==> src/rtl/rr_select4_arb_pkg.sv <==
// Shared definitions for the 4-requester round-robin bit-select arbiter.
package rr_select4_arb_pkg;

  localparam int NREQ  = 4;
  localparam int SEL_W = 2;

  typedef enum logic [1:0] {
    IDLE  = 2'd0,
    GRANT = 2'd1,
    GAP   = 2'd2
  } arb_state_e;

  // Binary requester index to one-hot grant vector.
  function automatic logic [NREQ-1:0] idx_to_onehot(input logic [SEL_W-1:0] idx);
    return 4'b0001 << idx;
  endfunction

endpackage

==> src/rtl/rr_select4_arb_pick4.sv <==
// Combinational round-robin picker: first set request after the pointer wins,
// the pointer position itself is searched last.
module rr_pick4
  import rr_select4_arb_pkg::*;
(
  input  logic [NREQ-1:0]  req_i,
  input  logic [SEL_W-1:0] ptr_i,
  output logic             any_o,
  output logic [SEL_W-1:0] idx_o
);

  logic [SEL_W-1:0] cand1_s;
  logic [SEL_W-1:0] cand2_s;
  logic [SEL_W-1:0] cand3_s;

  // Modulo-4 wrap comes for free from the 2-bit adds.
  assign cand1_s = ptr_i + 2'd1;
  assign cand2_s = ptr_i + 2'd2;
  assign cand3_s = ptr_i + 2'd3;

  // Priority search in rotated order starting just after the last owner.
  always_comb begin
    any_o = 1'b0;
    idx_o = ptr_i;
    if (req_i[cand1_s]) begin
      any_o = 1'b1;
      idx_o = cand1_s;
    end else if (req_i[cand2_s]) begin
      any_o = 1'b1;
      idx_o = cand2_s;
    end else if (req_i[cand3_s]) begin
      any_o = 1'b1;
      idx_o = cand3_s;
    end else if (req_i[ptr_i]) begin
      any_o = 1'b1;
      idx_o = ptr_i;
    end else begin
      any_o = 1'b0;
      idx_o = ptr_i;
    end
  end

endmodule

==> src/rtl/rr_select4_arb.sv <==
// Round-robin arbiter sharing one 4:1 bit-select path among four requesters.
// Tenures are bounded to MAX_HOLD cycles and separated by one dead cycle.
module rr_select4_arb
  import rr_select4_arb_pkg::*;
#(
  parameter int MAX_HOLD = 8,
  parameter int HOLD_W   = 8
) (
  input  logic             clk,
  input  logic             rst_n,
  input  logic [NREQ-1:0]  req,
  input  logic [NREQ-1:0]  din,
  output logic [NREQ-1:0]  gnt,
  output logic [SEL_W-1:0] sel,
  output logic             dout,
  output logic             busy
);

  localparam logic [HOLD_W-1:0] HOLD_LAST = HOLD_W'(MAX_HOLD - 1);

  arb_state_e       state_q;
  logic [HOLD_W-1:0] cnt_q;
  logic [SEL_W-1:0] ptr_q;
  logic [NREQ-1:0]  gnt_q;
  logic [SEL_W-1:0] sel_q;
  logic             busy_q;
  logic             dout_q;

  logic             pick_any_s;
  logic [SEL_W-1:0] pick_idx_s;
  logic             mux_bit_s;
  logic             tenure_end_s;

  rr_pick4 u_pick (
    .req_i (req),
    .ptr_i (ptr_q),
    .any_o (pick_any_s),
    .idx_o (pick_idx_s)
  );

  // Shared 4:1 bit-select driven by the registered select.
  assign mux_bit_s = din[sel_q];

  // Owner releases or the tenure counter reaches its last cycle.
  assign tenure_end_s = (!req[sel_q]) || (cnt_q == HOLD_LAST);

  // Arbitration FSM with registered grant, select, busy, counter and pointer.
  always_ff @(posedge clk or negedge rst_n) begin
    if (!rst_n) begin
      state_q <= IDLE;
      cnt_q   <= '0;
      ptr_q   <= 2'd3;
      gnt_q   <= 4'b0000;
      sel_q   <= 2'd0;
      busy_q  <= 1'b0;
    end else begin
      case (state_q)
        IDLE, GAP: begin
          if (pick_any_s) begin
            state_q <= GRANT;
            gnt_q   <= idx_to_onehot(pick_idx_s);
            sel_q   <= pick_idx_s;
            ptr_q   <= pick_idx_s;
            busy_q  <= 1'b1;
            cnt_q   <= '0;
          end else begin
            state_q <= IDLE;
          end
        end
        GRANT: begin
          if (tenure_end_s) begin
            // sel keeps pointing at the last owner through the gap
            state_q <= GAP;
            gnt_q   <= 4'b0000;
            busy_q  <= 1'b0;
            cnt_q   <= '0;
          end else begin
            cnt_q   <= cnt_q + HOLD_W'(1);
          end
        end
        default: begin
          state_q <= IDLE;
          gnt_q   <= 4'b0000;
          busy_q  <= 1'b0;
          cnt_q   <= '0;
        end
      endcase
    end
  end

  // Output data register: granted bit from the previous cycle, else 0.
  always_ff @(posedge clk or negedge rst_n) begin
    if (!rst_n) begin
      dout_q <= 1'b0;
    end else begin
      dout_q <= busy_q ? mux_bit_s : 1'b0;
    end
  end

  assign gnt  = gnt_q;
  assign sel  = sel_q;
  assign busy = busy_q;
  assign dout = dout_q;

endmodule

==> config.mk <==
export PLATFORM = sky130hd
export DESIGN_NAME = rr_select4_arb
export DESIGN_NICKNAME = d
export VERILOG_FILES = /design/src/rtl/rr_select4_arb_pkg.sv /design/src/rtl/rr_select4_arb_pick4.sv /design/src/rtl/rr_select4_arb.sv
export SDC_FILE = /design/constraint.sdc
export NUM_CORES = 1
export LEC_CHECK = 0
export ABC_AREA = 1
export CAP_MARGIN = 40
export CELL_PAD_IN_SITES_DETAIL_PLACEMENT = 1
export CELL_PAD_IN_SITES_GLOBAL_PLACEMENT = 2
export CORE_ASPECT_RATIO = 0.5
export CORE_MARGIN = 4
export CORE_UTILIZATION = 30
export DETAILED_ROUTE_END_ITERATION = 12
export PLACE_DENSITY_LB_ADDON = 0.1
export SKIP_CTS_REPAIR_TIMING = 1
export SLEW_MARGIN = 5
export SYNTH_ARGS = -nofsm -noshare
export SYNTH_HDL_FRONTEND = slang
export SYNTH_SLANG_ARGS = --single-unit
==> constraint.sdc <==
create_clock -name clk -period 1.8 [get_ports clk]
set_clock_uncertainty 0.05 [all_clocks]
set_input_delay 0.27 -clock clk [delete_from_list [all_inputs] [get_ports clk]]
set_output_delay 0.27 -clock clk [all_outputs]
set_load 0.01 [all_outputs]
==> run summary <==
Status: completed
TritonCTS clock tree: built
Sequential share of the synthesized area: 0.432
Wire per inst: 12.2 µm
Cell chain of the critical path: clkdlybuf4s50_1
Final RePlAce weighted congestion: 0.731
Worst EP required: 1.48 ns
Post-DRT Antenna Nets: 0
GRT Total Usage: 0.130
Mean area per synthesized cell: 7.37 µm²
Drt first pass iters: 4
Leak: 0.755 nW
WL met2: 1380 µm
R2r setup slk: 0.17 ns
Multi-input gate area: 578 µm²
Syn Inst Count: 158
Critical path class: reg -> out
Number of global-route vias before repair: 1105
Antenna violations before repair: 0
DR WL met3: 93 µm
Highest routed layer: met4
Cell Rows: 15
WP data arrival: 1.33 ns
Final net count: 196
CTS H-tree lvls: 1
CP top delay family: buffers and inverters
Reg-to-Reg Start: cnt_q[0]$_DFFE_PN0P_
Max-cap violations: 0
Worst-Margin Slew: 0.445 ns
Commonest non-fill, non-tap cell in the layout: nand2_1
Fillers: 457
CP Launch Type: flop
Final Setup Violations: 0
Syn_nets: 169
Residual DRC count: 0
Worst stage delay on the critical path: 0.59 ns
Fraction of layout cells with a size suffix above 1: 0.168
Fin crit period: 1.65 ns
Dpl ws: -0.0106 ns
Pwr dens: 1600 nW/µm²
Number of port buffers: 17
DP HPWL: 2250 µm
FF+latch area: 503 µm²
Type of destination of the critical path: output pin
Post-Syn Area: 1160 µm²
Starting density of the core: 0.325
Final Hold Fails: 0
Routed met1 length: 1370 µm
Die H: 52.1 µm
Most frequent cells in the layout: nand2_1, dfrtp_1, clkdlybuf4s50_1, inv_1, nand3_1
CTS clk-pin slew, worst paths: 0.08 ns
Synth area leaders: dfrtp_1, nand2_1, nand3_1, dfstp_2, nand2_2
Rel. slew slack: 0.702
Routed vias: 1074
RSZ-0062 raised after global routing: false
Post-Route WL: 2860 µm
Crit-path slowest cell: clkdlybuf4s50_1
Clock Path Buffers: 2
Clock root cell: clkbuf_8
Die Span X: 96.1 µm
FMAX: 606 MHz
Final count of pins violating max slew: 0
Detailed Route Iter0 Violations: 15
Yosys top cell area share: 0.387
Global-route wire length before repair: 5020 µm
Remaining Overflow, GRT: 0
Die area: 5000 µm²
Synth unique cells: 28
Cell taking the most area after synthesis: dfrtp_1
Peak VDD IR: 0.498 mV
Clock buffer count from CTS: 3
Seq cells post-synth: 20
Core Util, Final: 0.422
Tcrit/Tclk final: 0.916
Setup ws final: 0.151 ns
DR vias/cell: 4.57
Hold/Removal Path Class: in -> async
Core area: 3580 µm²
Area growth, synth to finish: 30.0%
Worst Reg2Reg Path Length in Cells: 9
Reg2reg end: cnt_q[5]$_DFFE_PN0P_
Clk_lat worst skew: 0.26 ns
Critical Path Fanout Max: 8
Largest net degree at the start of global routing: 21
ANT cells: 0
I/O pin cnt: 18
Sink Count: 20
Ys Warns: 0
Worst path bufs/invs: 1
## power by group
| part | internal, mW | total (mW) | switching (mW) |
|---|---|---|---|
| combinational | 0.508 | 1.28 | 0.771 |
| sequential | 0.593 | 0.697 | 0.104 |
| clock | 0.297 | 0.453 | 0.156 |
## worst reg2reg max path: stages (launching register included)
cell	delay, ns
dfrtp_1	0.41
ha_1	0.26
nand2_1	0.12
nor3_1	0.06
and2_1	0.17
nor2_4	0.14
nand2_4	0.08
nand2_4	0.13
nand2_1	0.08
nor2_2	0.08
## cell families after synthesis
group | after synthesis | synth area share
and+or+nand+nor | 98 | 0.385
DFF | 20 | 0.432
adders and majority gates | 1 | 0.0107
AOI/OAI and AO/OA | 19 | 0.0935
xor gates and xnor gates | 1 | 0.00752
buffers and inverters | 19 | 0.0720
## worst max-delay path by stage
stage                                     from              endpoint  slack (ns)  depth (start not counted)
after floorplan           cnt_q[0]$_DFFE_PN0P_  cnt_q[5]$_DFFE_PN0P_        0.33                          9
after global routing      cnt_q[0]$_DFFE_PN0P_  cnt_q[6]$_DFFE_PN0P_        0.04                          9
final                       sel[0]$_DFFE_PN0P_                sel[0]        0.15                          1
after detailed placement                req[3]    gnt[0]$_DFFE_PN0P_       -0.01                          7
after global placement                  req[3]    gnt[0]$_DFFE_PN0P_        0.02                          7
after CTS                 ptr_q[0]$_DFFE_PN1P_    gnt[0]$_DFFE_PN0P_        0.14                         11
## sequential cells by signal, indices dropped and copies added, names as in the netlist
signal / cells
cnt_q: 8
dout: 1
gnt: 4
busy: 1
ptr_q: 2
sel: 2
state_q: 2
## final cells by class
class,instances,share of cell area
clock buffer,3,0.0273
multi-input combinational,119,0.382
clock inverter,1,0.0198
timing repair buffer,23,0.149
tap,51,0.0421
inverter,18,0.0479
sequential,20,0.332
## Yosys cell counts
master	number
ha_1	1
buf_6	1
and3_1	1
inv_6	1
a21boi_0	1
nor2_4	1
nand2_1	55
clkinv_1	1
a21oi_1	4
nor2_1	9
and2_1	2
o21ai_1	3
nand3_1	11
dfrtp_1	18
nor2_2	2
nand2_4	2
nand2_2	8
inv_2	3
nand4_1	1
inv_1	13
or2_1	1
nor3_1	5
xor2_1	1
o21ai_2	1
o21ai_0	8
dfstp_2	2
a31o_2	1
o2111ai_1	1
## layer usage
| layer | up-vias | track usage |
|---|---|---|
| li1 | 554 | - |
| met1 | 510 | 0.158 |
| met2 | 8 | 0.232 |
| met3 | 2 | 0.0390 |
| met4 | 0 | 0.0212 |
| met5 | - | 0 |
## through the flow
step | std cells | cell area, µm² | hold WS [ns] | TNS, ns | power (mW)
after global routing | 235 | 1510 | 0.318 | 0 | 2.67
after global placement | 229 | 1420 | 0.415 | 0 | 1.92
final | 235 | 1510 | 0.288 | 0 | 2.43
after CTS | 233 | 1490 | 0.299 | 0 | 2.41
after floorplan | 158 | 1160 | -0.0756 | 0 | 1.54
after detailed placement | 229 | 1420 | 0.428 | -0.0339 | 1.95
Note: power is estimated with default switching activity, not from simulation.
